## config.mk

```make
export PLATFORM = sky130hd
export DESIGN_NAME = serial_word_loader_flat
export DESIGN_NICKNAME = d
export VERILOG_FILES = /design/src/rtl/serial_loader_pkg.sv /design/src/rtl/serial_word_loader_if.sv /design/src/rtl/serial_word_loader_strobe_debouncer.sv /design/src/rtl/serial_word_loader.sv /design/src/flat_wrapper.sv
export SDC_FILE = /design/constraint.sdc
export NUM_CORES = 1
export LEC_CHECK = 0
export CORE_AREA = 2 2 102 104
export CTS_BUF_LIST = sky130_fd_sc_hd__clkbuf_8
export CTS_CLUSTER_SIZE = 8
export DETAILED_ROUTE_END_ITERATION = 6
export DIE_AREA = 0 0 104 106
export HOLD_SLACK_MARGIN = 0.06
export SYNTH_ARGS = -nofsm -noshare
export SYNTH_HDL_FRONTEND = slang
export SYNTH_HIERARCHICAL = 1
export SYNTH_SLANG_ARGS = --single-unit
```

## constraint.sdc

```tcl
create_clock -name clock -period 2.46 [get_ports clock]
set_clock_uncertainty 0.2 [all_clocks]
set_input_delay 0.246 -clock clock [delete_from_list [all_inputs] [get_ports clock]]
set_output_delay 0.246 -clock clock [all_outputs]
set_load 0.005 [all_outputs]
```

## src/rtl/serial_loader_pkg.sv

```systemverilog
// Shared types and helpers for the serial word loader.
// SERIAL_PARITY_EN widens the bit counter to hold the trailing parity bit.
package serial_loader_pkg;

  typedef enum logic [1:0] {
    IDLE   = 2'd0,
    SHIFT  = 2'd1,
    PARITY = 2'd2,
    FULL   = 2'd3
  } loader_state_t;

  localparam int unsigned SYNC_STAGES = 2;

  function automatic int unsigned cnt_width(input int unsigned word_w);
`ifdef SERIAL_PARITY_EN
    return $clog2(word_w + 2);
`else
    return $clog2(word_w + 1);
`endif
  endfunction

endpackage

```

## src/rtl/serial_word_loader_if.sv

```systemverilog
// Pin-side inputs and word-side handshake of the serial word loader.
// The bit_count width follows SERIAL_PARITY_EN through the package helper.
interface serial_word_loader_if #(
  parameter int unsigned WORD_W = 16
) ();
  localparam int unsigned CntW = serial_loader_pkg::cnt_width(WORD_W);

  logic              in_bit;
  logic              ready;
  logic              clear;
  logic              word_ack;
  logic [WORD_W-1:0] word_out;
  logic              word_valid;
  logic [CntW-1:0]   bit_count;
  logic              overflow;
  logic              parity_err;

  modport master (
    output in_bit, ready, clear, word_ack,
    input  word_out, word_valid, bit_count, overflow, parity_err
  );

  modport slave (
    input  in_bit, ready, clear, word_ack,
    output word_out, word_valid, bit_count, overflow, parity_err
  );
endinterface

```

## src/rtl/serial_word_loader_strobe_debouncer.sv

```systemverilog
// Synchronises a raw strobe pin, debounces it and emits a one-cycle pulse
// on each debounced rising edge.
module strobe_debouncer
  import serial_loader_pkg::*;
#(
  parameter int unsigned DEBOUNCE_CYC = 4
) (
  input  logic clk_i,
  input  logic rst_ni,
  input  logic strobe_i,
  output logic rise_o
);
  localparam logic [7:0] Target = 8'(DEBOUNCE_CYC);

  logic [SYNC_STAGES-1:0] sync_q;
  logic                   rdy_s;
  logic [7:0]             cnt_q, cnt_d;
  logic                   deb_q, deb_d;
  logic                   rise_q, rise_d;

  assign rdy_s = sync_q[SYNC_STAGES-1];

  always_comb begin
    cnt_d = '0;
    deb_d = deb_q;
    if (rdy_s != deb_q) begin
      if (cnt_q + 8'd1 == Target) begin
        deb_d = ~deb_q;
      end else begin
        cnt_d = cnt_q + 8'd1;
      end
    end
    // Pulse registers on the same edge the debounced level rises.
    rise_d = deb_d & ~deb_q;
  end

  always_ff @(posedge clk_i or negedge rst_ni) begin
    if (!rst_ni) begin
      sync_q <= '0;
      cnt_q  <= '0;
      deb_q  <= 1'b0;
      rise_q <= 1'b0;
    end else begin
      sync_q <= {sync_q[SYNC_STAGES-2:0], strobe_i};
      cnt_q  <= cnt_d;
      deb_q  <= deb_d;
      rise_q <= rise_d;
    end
  end

  assign rise_o = rise_q;
endmodule

```

## src/rtl/serial_word_loader.sv

```systemverilog
// Captures debounced strobe-qualified serial bits MSB-first into a word and
// offers it downstream on a valid/ack handshake. Optional: SERIAL_PARITY_EN.
module serial_word_loader
  import serial_loader_pkg::*;
#(
  parameter int unsigned WORD_W       = 16,
  parameter int unsigned DEBOUNCE_CYC = 4
) (
  input logic                  clock,
  input logic                  reset_n,
  serial_word_loader_if.slave  bus
);
  localparam int unsigned CntW = cnt_width(WORD_W);
  localparam logic [CntW-1:0] FullCnt = CntW'(WORD_W);
`ifdef SERIAL_PARITY_EN
  localparam logic [CntW-1:0] ParCnt = CntW'(WORD_W + 1);
`endif

  logic [SYNC_STAGES-1:0] in_sync_q;
  logic                   in_s;
  logic                   cap_pulse;

  loader_state_t     state_q, state_d;
  logic [WORD_W-1:0] shreg_q, shreg_d;
  logic [WORD_W-1:0] word_q, word_d;
  logic [WORD_W-1:0] shift_val;
  logic              valid_q, valid_d;
  logic [CntW-1:0]   cnt_q, cnt_d;
  logic              ovf_q, ovf_d;
`ifdef SERIAL_PARITY_EN
  logic              perr_q, perr_d;
`endif

  strobe_debouncer #(
    .DEBOUNCE_CYC (DEBOUNCE_CYC)
  ) u_rdy_deb (
    .clk_i    (clock),
    .rst_ni   (reset_n),
    .strobe_i (bus.ready),
    .rise_o   (cap_pulse)
  );

  assign in_s      = in_sync_q[SYNC_STAGES-1];
  assign shift_val = {shreg_q[WORD_W-2:0], in_s};

  always_comb begin
    state_d = state_q;
    shreg_d = shreg_q;
    word_d  = word_q;
    valid_d = valid_q;
    cnt_d   = cnt_q;
    ovf_d   = ovf_q;
`ifdef SERIAL_PARITY_EN
    perr_d  = perr_q;
`endif
    if (bus.clear) begin
      state_d = IDLE;
      shreg_d = '0;
      word_d  = '0;
      valid_d = 1'b0;
      cnt_d   = '0;
      ovf_d   = 1'b0;
`ifdef SERIAL_PARITY_EN
      perr_d  = 1'b0;
`endif
    end else begin
      case (state_q)
        IDLE: begin
          if (cap_pulse) begin
            shreg_d = shift_val;
            cnt_d   = CntW'(1);
            state_d = SHIFT;
          end
        end
        SHIFT: begin
          if (cap_pulse) begin
            shreg_d = shift_val;
            cnt_d   = cnt_q + CntW'(1);
            if (cnt_q + CntW'(1) == FullCnt) begin
              word_d  = shift_val;
`ifdef SERIAL_PARITY_EN
              state_d = PARITY;
`else
              valid_d = 1'b1;
              state_d = FULL;
`endif
            end
          end
        end
`ifdef SERIAL_PARITY_EN
        PARITY: begin
          if (cap_pulse) begin
            perr_d  = (^shreg_q) ^ in_s;
            cnt_d   = ParCnt;
            valid_d = 1'b1;
            state_d = FULL;
          end
        end
`endif
        FULL: begin
          // Ack wins over a coincident strobe edge; that edge is dropped.
          if (bus.word_ack) begin
            valid_d = 1'b0;
            cnt_d   = '0;
            ovf_d   = 1'b0;
            shreg_d = '0;
`ifdef SERIAL_PARITY_EN
            perr_d  = 1'b0;
`endif
            state_d = IDLE;
          end else if (cap_pulse) begin
            ovf_d = 1'b1;
          end
        end
        default: state_d = IDLE;
      endcase
    end
  end

  always_ff @(posedge clock or negedge reset_n) begin
    if (!reset_n) begin
      in_sync_q <= '0;
      state_q   <= IDLE;
      shreg_q   <= '0;
      word_q    <= '0;
      valid_q   <= 1'b0;
      cnt_q     <= '0;
      ovf_q     <= 1'b0;
`ifdef SERIAL_PARITY_EN
      perr_q    <= 1'b0;
`endif
    end else begin
      in_sync_q <= {in_sync_q[SYNC_STAGES-2:0], bus.in_bit};
      state_q   <= state_d;
      shreg_q   <= shreg_d;
      word_q    <= word_d;
      valid_q   <= valid_d;
      cnt_q     <= cnt_d;
      ovf_q     <= ovf_d;
`ifdef SERIAL_PARITY_EN
      perr_q    <= perr_d;
`endif
    end
  end

  assign bus.word_out   = word_q;
  assign bus.word_valid = valid_q;
  assign bus.bit_count  = cnt_q;
  assign bus.overflow   = ovf_q;
`ifdef SERIAL_PARITY_EN
  assign bus.parity_err = perr_q;
`else
  assign bus.parity_err = 1'b0;
`endif
endmodule

```

## src/flat_wrapper.sv

```systemverilog
// flat-port wrapper written by rule: the top's interface ports become plain ports
module serial_word_loader_flat import serial_loader_pkg::*;
#(
  parameter int unsigned WORD_W       = 16,
  parameter int unsigned DEBOUNCE_CYC = 4
)
  (clock, reset_n, bus_in_bit, bus_ready, bus_clear, bus_word_ack, bus_word_out, bus_word_valid, bus_bit_count, bus_overflow, bus_parity_err);
  serial_word_loader_if #(.WORD_W(WORD_W)) bus_i ();
  input logic clock;
  input logic reset_n;
  input wire logic [$bits(bus_i.in_bit)-1:0] bus_in_bit;
  input wire logic [$bits(bus_i.ready)-1:0] bus_ready;
  input wire logic [$bits(bus_i.clear)-1:0] bus_clear;
  input wire logic [$bits(bus_i.word_ack)-1:0] bus_word_ack;
  output wire logic [$bits(bus_i.word_out)-1:0] bus_word_out;
  output wire logic [$bits(bus_i.word_valid)-1:0] bus_word_valid;
  output wire logic [$bits(bus_i.bit_count)-1:0] bus_bit_count;
  output wire logic [$bits(bus_i.overflow)-1:0] bus_overflow;
  output wire logic [$bits(bus_i.parity_err)-1:0] bus_parity_err;
  assign bus_i.in_bit = bus_in_bit;
  assign bus_i.ready = bus_ready;
  assign bus_i.clear = bus_clear;
  assign bus_i.word_ack = bus_word_ack;
  assign bus_word_out = bus_i.word_out;
  assign bus_word_valid = bus_i.word_valid;
  assign bus_bit_count = bus_i.bit_count;
  assign bus_overflow = bus_i.overflow;
  assign bus_parity_err = bus_i.parity_err;
  serial_word_loader #(.WORD_W(WORD_W), .DEBOUNCE_CYC(DEBOUNCE_CYC)) u_core (.clock(clock), .reset_n(reset_n), .bus(bus_i));
endmodule
```

==> summary.md, run 1 <==
| Metric | Value |
|---|---|
| Setup TNS | `0 ps` |
| DRC | `0` |
| Fmax | `roughly 0.45 GHz` |
| Number of synthesized flops with an enable pin | `0` |
| Hold wc startpoint | `u_core/u_rdy_deb/sync_q[0]` |
| Psw | `about 430 uW` |
| Die Width | `approximately 100 um` |
| Worst-path maximum fanout | `6` |
| Die area | `between 0.01 and 0.015 sq mm` |
| Int Pwr | `about 1.2 mW` |
| CTS tree | `yes` |
| Top_reg_cell synth | `dfrtp_1` |
| Max Cap Viol | `0` |
| Most frequent cells in the layout | `dfrtp_1 (54), clkdlybuf4s50_1 (27), a22o_1 (19), a21oi_1 (17), nand4_1 (17)` |
| Post-CTS Hold Buffers | `1` |
| Global-route wire length before repair | `8690 um` |
| Vias in the first global route | `1719` |
| Average wire per cell in the routed design | `between 10 and 15 um` |
| Total CTS buffers | `5` |
| Critical Path Start | `u_core/u_rdy_deb/cnt_q[0]` |
| Total grt overflow | `0` |
| Ratio of cells with drive above 1 in the final layout | `0.143` |
| Synth Area in XOR/XNOR | `0.0401` |
| Initial Util | `0.240` |
| Fillers | `around 1100` |
| Core box area | `around 0.010 sq mm` |
| RSZ-0062 raised after global routing | `no` |
| TritonRoute pass-1 iters | `4` |
| CP bufs+invs | `1` |
| Type of origin of the critical path | `flip-flop` |
| Post-synthesis sequential area ratio | `0.562` |
| YS warnings | `6` |
| H-tree depth | `2` |
| I/O pins | `30` |
| CP max stage delay | `around 450 ps` |
| Outcome | `finished clean` |
| Mapped Nets | `217` |
| Reg clk slew, reported paths | `around 90 ps` |
| Detail Route Antenna Nets | `0` |
| Crit end category | `flip-flop` |
| Place WS | `246 ps` |
| Switching Fraction | `0.266` |
| GRT Util Overall | `0.0983` |
| Comb pwr share | `0.087` |
| Synth Area in Compound Gates | `0.197` |
| Clock root buffer | `clkbuf_8` |
| Port Buffer Count | `28` |
| Crit-path cells | `ha_1 -> inv_1 -> nor3_1 -> a31oi_1 -> nor4b_4 -> mux2_4` |
| Multi-input logic area | `971 sq um` |
| Final setup violating endpoints | `0` |
| # Post-CTS Setup Buffers | `0` |
| Post-Syn Area | `approximately 0.0024 sq mm` |
| Clock Power Share | `0.322` |
| Max Slew Vio Count | `0` |
| Minimum clock period | `2220 ps` |
| Slowest CP cell | `dfrtp_1` |
| Initial drt markers | `between 100 and 150` |
| Final setup margin | `~240 ps` |
| Start of the worst register-to-register path | `u_core/u_rdy_deb/cnt_q[0]` |
| Synth Area in Simple Gates | `0.141` |
| Largest family of logic cells by synthesized area | `compound AO/OA/AOI/OAI gates` |
| Multiplexer share of the synthesized area | `0.00624` |
| Slew margin rel. | `0.383` |
| Hold Path Class | `reg -> reg` |
| CTS sink cnt | `54` |
| Worst Tran Pin Value | `922 ps` |
| Seq. cell area | `0.00135 sq mm` |
| Clock insertion delay at the later pin of the skew report | `around 310 ps` |
| Asr flop ratio synth | `1.00` |
| Post-Synth Adder-Cell Area | `0.0156` |
| Maximum vdd drop | `approximately 0.00025 V` |
| Post-synth top area share | `0.562` |
| Routed WL | `between 5000 and 6000 um` |
| Netlist cell types | `39` |
| Total power | `1.61 mW` |
| Req. time, crit path | `between 2000 and 2500 ps` |
| Initial antenna violation count | `0` |
| CP Data Arrival Time | `about 2200 ps` |
| Deepest clock path buffer count | `2` |
| Leakage | `1.21 nW` |
| GPL Wtd Cong | `0.786` |
| Nets | `between 200 and 250` |
| Top post-synthesis cells by area | `dfrtp_1 (56%), a22o_1 (6.9%), nand4_1 (4.4%)` |
| Syn_area_per_cell | `11.6 sq um` |
| Final hold vios | `0` |
| Synth Register Bits | `54` |
| Vias per cell | `4.63` |
| Antenna Cells | `0` |
| Syn Inst Count | `around 210` |
| Most common cell after layout, fill and taps aside | `dfrtp_1` |
| Std-Cell Rows | `37` |
| Crit Path Class | `reg -> reg` |
| Final HPWL DP | `between 3000 and 4000 um` |
| Die Y | `~110 um` |
| Final worst-path cycle share | `0.902` |
| Routed via count | `between 1500 and 2000` |
| Flop pwr share | `0.591` |
| Resized cells post-CTS | `0` |
| Post-synth top area cell | `dfrtp_1` |
| PwrDens | `~550 mW/mm^2` |
| Delay-heaviest family, CP | `simple AND/OR/NAND/NOR gates` |
| Area Overhead vs Synth | `22.6%` |
| Largest net degree at the start of global routing | `32` |
-- layout make-up --
| class | count | share of cell area |
|---|---|---|
| timing repair buffer | 36 | 0.119 |
| inverter | 2 | 0.00255 |
| tap | 136 | 0.0577 |
| multi-input combinational | 138 | 0.329 |
| clock inverter | 3 | 0.00976 |
| clock buffer | 5 | 0.0233 |
| sequential | 54 | 0.458 |
-- per-layer routing --
layer,vias up,track usage,wire length (um)
met4,0,0.0319,53
met3,5,0.0221,197
met2,33,0.160,2380
li1,820,-,-
met1,873,0.130,2430
met5,-,0,0
-- flip-flops by register name, indices dropped and copies added (netlist names) --
signal	flops
u_core/bus.word_out	16
u_core/u_rdy_deb/cnt_q	8
u_core/u_rdy_deb/sync_q	2
u_core/u_rdy_deb/deb_q	1
u_core/bus.word_valid	1
u_core/shreg_q	15
u_core/in_sync_q	2
u_core/bus.bit_count	5
u_core/bus.overflow	1
u_core/state_q	2
u_core/u_rdy_deb/rise_o	1
-- worst paths after layout --
check,to,slack [ps],cells after the start
max,u_core/u_rdy_deb/deb_q,240,6
min,u_core/u_rdy_deb/sync_q[1],160,0
max reg2reg,u_core/u_rdy_deb/deb_q,240,6
min reg2reg,u_core/u_rdy_deb/sync_q[1],160,0
max in group asynchronous,u_core/bus.word_out[2],1230,3
min in group asynchronous,u_core/bus.bit_count[4],250,2
-- power by group through the flow --
| stage | registers (mW) | logic (mW) | clock network (mW) |
|---|---|---|---|
| final | 0.953 | 0.141 | 0.519 |
| after CTS | 0.953 | 0.143 | 0.550 |
| after detailed placement | 0.970 | 0.140 | 0 |
| after global placement | 0.969 | 0.137 | 0 |
| after floorplan | 0.960 | 0.0906 | 0 |
| after global routing | 0.957 | 0.162 | 0.583 |
-- through the flow --
stage,cell area (sq um),hold WS [ps],std cells,util
3_3_place_gp,2840,79.3,365,0.284
3_5_place_dp,2840,83.1,365,0.284
6_report,2950,156,374,0.295
2_1_floorplan,2400,-250,208,-
4_1_cts,2950,147,374,0.295
5_1_grt,2950,154,374,0.295
-- synthesized netlist by cell type, drive strengths merged (2+ instances only) --
library cell	count
xor2	6
a31oi	3
nand3	4
o21ai	18
a22o	19
dfrtp	54
nand2b	3
buf	9
ha	3
clkbuf	5
nor3	3
inv	2
nor2b	3
a21oi	17
nand2	9
xnor2	5
nand4	17
nor2	11
-- logic make-up after synthesis --
group	Yosys count
xor gates and xnor gates	11
muxes	1
buffers and inverters	16
DFF	54
and+or+nand+nor	57
other	1
AOI/OAI and AO/OA	65
adders and majority gates	3
(Power assumes the default switching activity.)
==> inputs of run 2 (changes only) <==
SLEW_MARGIN = 40   (was unset)
==> run 2 against run 1 <==
Against the previous run: flip-flop and latch count unchanged; sequential power about the same; hold slack better by 1.8 ps; register-to-register slack about the same; sequential share of layout area down 0.058 points; maximum frequency up 0.67%; utilization about the same; non-clock buffer count unchanged; final cell count unchanged; via count down 1.5%; routed wire length down 1.7%; design area up 0.13%; critical endpoint unchanged.
==> summary.md, run 2 (synthesis results as in run 1) <==
| Metric | Value |
|---|---|
| GPL Wtd Cong | `roughly 0.8` |
| Final worst-path cycle share | `0.896` |
| Hold Path End | `u_core/u_rdy_deb/sync_q[1]` |
| Start of the worst register-to-register path | `u_core/u_rdy_deb/cnt_q[0]` |
| Switching Fraction | `0.261` |
| Resized cells post-CTS | `0` |
| Hold Path Class | `reg -> reg` |
| Largest register FFs | `16` |
| Global-route wire length before repair | `8450 um` |
| R2r setup slk | `~260 ps` |
| Hold Path Depth | `0` |
| Die Y | `106 um` |
| Final hold vios | `0` |
| Cells after DPL | `approximately 370` |
| Die Width | `~100 um` |
| Vias per cell | `~4.6` |
| Minimum clock period | `between 2000 and 2500 ps` |
| Most frequent cells in the layout | `dfrtp_1 (54), clkdlybuf4s50_1 (27), a22o_1 (19), a21oi_1 (17), nand4_1 (17)` |
| Psw | `418 uW` |
| CTS sink cnt | `54` |
| Initial antenna violation count | `0` |
| RSZ-0062 raised after global routing | `no` |
| Core box area | `0.0100 sq mm` |
| Most common cell after layout, fill and taps aside | `dfrtp_1` |
| GRT Util Overall | `0.0947` |
| Maximum vdd drop | `between 0.0002 and 0.00025 V` |
| Fmax | `between 0.4 and 0.5 GHz` |
| Total grt overflow | `0` |
| Placed cell area | `between 0.002 and 0.003 sq mm` |
| Critical Path Start | `u_core/u_rdy_deb/cnt_q[0]` |
| CTS tree | `yes` |
| Ratio of cells with drive above 1 in the final layout | `0.151` |
| Design Area, Final | `approximately 0.003 sq mm` |
| PwrDens | `roughly 540 mW/mm^2` |
| Type of origin of the critical path | `flip-flop` |
| Worst flop-to-flop path endpoint | `u_core/u_rdy_deb/deb_q` |
| Clock root buffer | `clkbuf_8` |
| Routed via count | `between 1500 and 2000` |
| Die area | `0.0110 sq mm` |
| Vias in the first global route | `1685` |
| Port Buffer Count | `28` |
| Antenna Cells | `0` |
| Detail Route Antenna Nets | `0` |
| Std-Cell Rows | `37` |
| H-tree depth | `2` |
| CP Data Arrival Time | `about 2200 ps` |
| Clock insertion delay at the later pin of the skew report | `just over 300 ps` |
| Crit end category | `flip-flop` |
| Worst-path maximum fanout | `6` |
| Initial Util | `0.240` |
| Worst R2R Path Depth | `6` |
| Int Pwr | `1.18 mW` |
| Comb pwr share | `0.087` |
| Largest net degree at the start of global routing | `32` |
| Req. time, crit path | `roughly 2500 ps` |
| Max Cap Viol | `0` |
| Final instance count without filler cells | `374` |
| Clock Power Share | `0.318` |
| Nets | `246` |
| Slew margin rel. | `0.549` |
| Deepest clock path buffer count | `2` |
| Area Overhead vs Synth | `22.7%` |
| # Post-CTS Setup Buffers | `0` |
| Routed WL | `about 5000 um` |
| Leakage | `roughly 1.2 nW` |
| Setup TNS | `0 ps` |
| Worst Tran Pin Value | `roughly 670 ps` |
| Hold wc startpoint | `u_core/u_rdy_deb/sync_q[0]` |
| Final setup violating endpoints | `0` |
| Average wire per cell in the routed design | `around 13 um` |
| Final HPWL DP | `roughly 3400 um` |
| Max Slew Vio Count | `0` |
| Post-CTS Hold Buffers | `1` |
| Outcome | `finished clean` |
| DRC | `0` |
| Total CTS buffers | `5` |
| Crit Path Class | `reg -> reg` |
| Flop pwr share | `0.594` |
| Reg clk slew, reported paths | `about 100 ps` |
| I/O pins | `30` |
| Initial drt markers | `between 90 and 100` |
| TritonRoute pass-1 iters | `5` |
## run 2: cell count changes in the layout (fill, tap and decap cells not counted)
| cell | before | now |
|---|---|---|
| nor2_1 | 11 | 10 |
| nor2_2 | 0 | 1 |
| o21a_1 | 1 | 0 |
| o21a_2 | 0 | 1 |
## run 2: worst max-delay path, cell delays in order (launching register included)
cell and delay (ps):
dfrtp_1 450, ha_1 340, inv_1 100, nor3_1 190, a31oi_1 90, nor4b_4 400, mux2_4 330
## run 2: power groups by stage
stage	clock network (mW)	logic [mW]	registers [mW]
final	0.510	0.140	0.952
after global routing	0.569	0.162	0.957
after CTS	0.538	0.143	0.953
after detailed placement	0	0.141	0.970
after global placement	0	0.137	0.969
after floorplan	0	0.0906	0.960
## run 2: final cells by class
type	instances	area (sq um)
Multi-Input combinational cell	138	975
Tap cell	136	170
Clock inverter	3	28.8
Fill cell	1067	7050
Sequential cell	54	1350
Clock buffer	5	68.8
Timing Repair Buffer	36	350
Inverter	2	7.51
## run 2: per-stage QoR
| step | total power [mW] | util | worst slack [ps] | hold WS (ps) |
|---|---|---|---|---|
| CTS | 1.63 | 0.295 | 229 | 159 |
| global route | 1.69 | 0.295 | 100 | 161 |
| floorplan | 1.05 | - | 466 | -250 |
| global placement | 1.11 | 0.284 | 307 | 79.3 |
| finish | 1.60 | 0.295 | 255 | 158 |
| detailed placement | 1.11 | 0.284 | 255 | 85.7 |
## run 2: worst max-delay path by stage
| stage | to | slack (ps) | cells past startpoint |
|---|---|---|---|
| floorplan | u_core/u_rdy_deb/deb_q | 470 | 6 |
| global placement | u_core/u_rdy_deb/deb_q | 310 | 6 |
| detailed placement | u_core/u_rdy_deb/deb_q | 260 | 6 |
| CTS | u_core/u_rdy_deb/deb_q | 230 | 6 |
| global route | u_core/u_rdy_deb/deb_q | 100 | 6 |
| finish | u_core/u_rdy_deb/deb_q | 260 | 6 |
## run 2: per-layer routing
metal  routed length (um)  part of all wire  GRT usage  vias to the layer above
met5                    0                 0          0                        -
met2                 2380              0.48      0.155                       35
met3                  211             0.042     0.0221                        2
met1                 2370              0.48      0.128                      847
li1                     -                 -          -                      821
met4                   16            0.0032     0.0203                        0
==> inputs of run 3 (changes only) <==
CORE_AREA = 2 2 86 122   (was 2 2 102 104)
DIE_AREA = 0 0 88 124   (was 0 0 104 106)
==> run 3 against run 2 <==
Against the previous run: clock-buffer cell count is the same; clock power grew 36%; register-to-register slack is essentially flat; highest routed layer unchanged.
==> summary.md, run 3 (synthesis results as in run 1) <==
| Metric | Value |
|---|---|
| Outcome | `finished clean` |
| Deepest clock path buffer count | `2` |
| Initial Util | `0.247` |
| Worst R2R Path Depth | `6` |
| Most common cell after layout, fill and taps aside | `dfrtp_1` |
| Int Pwr | `~1.4 mW` |
| Multi-input logic area | `about 970 sq um` |
| Total grt overflow | `0` |
| CTS tree | `yes` |
| Switching Fraction | `0.229` |
| Req. time, crit path | `about 2500 ps` |
| Hold wc startpoint | `u_core/in_sync_q[0]` |
| CP Data Arrival Time | `2190 ps` |
| Max Slew Vio Count | `0` |
| Design Area, Final | `0.00299 sq mm` |
| Ratio of cells with drive above 1 in the final layout | `0.155` |
| Hold Path Depth | `0` |
| Antenna Cells | `0` |
| Worst flop-to-flop path endpoint | `u_core/u_rdy_deb/deb_q` |
| Initial antenna violation count | `0` |
| Final HPWL DP | `around 3400 um` |
| Hold Path Class | `reg -> reg` |
| Max Cap Viol | `0` |
| Vias in the first global route | `about 1700` |
| Hold Path End | `u_core/in_sync_q[1]` |
| Std-Cell Rows | `43` |
| Slowest CP cell | `dfrtp_1` |
| Clock Power Share | `0.389` |
| Setup TNS | `0 ps` |
| CP max stage delay | `440 ps` |
| I/O pins | `30` |
| R2r setup slk | `around 260 ps` |
| Slew margin rel. | `0.541` |
| Fmax | `roughly 0.46 GHz` |
| Final hold vios | `0` |
| Largest register FFs | `16` |
| Clock root buffer | `clkbuf_8` |
| Worst-path maximum fanout | `6` |
| H-tree depth | `2` |
| Detail Route Antenna Nets | `0` |
| Most frequent cells in the layout | `dfrtp_1 (54), clkdlybuf4s50_1 (27), a22o_1 (19), a21oi_1 (17), nand4_1 (17)` |
| Global-route wire length before repair | `~8300 um` |
| Nets | `about 250` |
| Delay-heaviest family, CP | `simple AND/OR/NAND/NOR gates` |
| CTS sink cnt | `54` |
| Seq. cell area | `about 0.0014 sq mm` |
| Maximum vdd drop | `around 0.00028 V` |
| Leakage | `around 1.2 nW` |
| Vias per cell | `4.66` |
| Die area | `0.0109 sq mm` |
| Die Width | `88 um` |
| Crit-path cells | `ha_1 -> inv_1 -> nor3_1 -> a31oi_1 -> nor4b_4 -> mux2_4` |
| Fillers | `approximately 1000` |
| Comb pwr share | `0.078` |
| Placed cell area | `0.00284 sq mm` |
| Initial drt markers | `just under 80` |
| Psw | `~410 uW` |
| Flop pwr share | `0.532` |
| # Post-CTS Setup Buffers | `0` |
| GRT Util Overall | `0.0979` |
| Type of origin of the critical path | `flip-flop` |
| Final worst-path cycle share | `0.893` |
| Clock insertion delay at the later pin of the skew report | `around 310 ps` |
| Crit end category | `flip-flop` |
| Area Overhead vs Synth | `24.1%` |
| Start of the worst register-to-register path | `u_core/u_rdy_deb/cnt_q[0]` |
| GPL Wtd Cong | `just over 0.7` |
| Resized cells post-CTS | `0` |
| Port Buffer Count | `28` |
| Post-CTS Hold Buffers | `1` |
| Core box area | `0.00974 sq mm` |
| Total CTS buffers | `5` |
| TritonRoute pass-1 iters | `4` |
| Routed WL | `about 5100 um` |
| Largest net degree at the start of global routing | `23` |
| RSZ-0062 raised after global routing | `no` |
| Reg clk slew, reported paths | `roughly 90 ps` |
| DRC | `0` |
| Average wire per cell in the routed design | `about 14 um` |
| PwrDens | `roughly 600 mW/mm^2` |
| Minimum clock period | `2200 ps` |
| Final setup violating endpoints | `0` |
| Routed via count | `around 1700` |
| Crit Path Class | `reg -> reg` |
| CP bufs+invs | `1` |
| Die Y | `124 um` |
| Worst Tran Pin Value | `684 ps` |
==> run 3: worst max path at each step <==
| stage | from | to | cells past startpoint |
|---|---|---|---|
| global placement | u_core/u_rdy_deb/cnt_q[0] | u_core/u_rdy_deb/deb_q | 6 |
| floorplan | u_core/u_rdy_deb/cnt_q[0] | u_core/u_rdy_deb/deb_q | 6 |
| global route | u_core/u_rdy_deb/cnt_q[0] | u_core/u_rdy_deb/deb_q | 6 |
| finish | u_core/u_rdy_deb/cnt_q[0] | u_core/u_rdy_deb/deb_q | 6 |
| CTS | u_core/u_rdy_deb/cnt_q[0] | u_core/u_rdy_deb/deb_q | 6 |
| detailed placement | u_core/u_rdy_deb/cnt_q[0] | u_core/u_rdy_deb/deb_q | 6 |
==> run 3: metrics by stage <==
stage	worst slack (ps)	hold slack (ps)	power [mW]	instances	utilization
2_1_floorplan	466	-250	1.05	208	-
3_3_place_gp	349	34.9	1.10	365	0.291
3_5_place_dp	310	49.1	1.11	365	0.291
4_1_cts	282	160	1.81	374	0.306
5_1_grt	140	163	1.87	374	0.307
6_report	263	157	1.79	374	0.307
==> run 3: power by group through the flow <==
stage	clock network [mW]	registers, mW	logic (mW)
after floorplan	0	0.960	0.0906
after global placement	0	0.965	0.139
after detailed placement	0	0.967	0.141
after CTS	0.720	0.950	0.142
after global routing	0.750	0.958	0.159
final	0.696	0.951	0.140
==> run 3: cell type report <==
class                           count  area share
Inverter                            2     0.00251
Tap cell                          135      0.0566
Multi-Input combinational cell    138       0.326
Sequential cell                    54       0.453
Clock inverter                      3      0.0231
Timing Repair Buffer               37       0.116
Clock buffer                        5      0.0231
==> run 3: metal layers <==
metal	track usage	wire, um	vias up
met3	0.0272	226	5
met4	0.0260	48	0
met2	0.167	2500	36
met1	0.121	2280	880
li1	-	-	823
met5	0	0	-
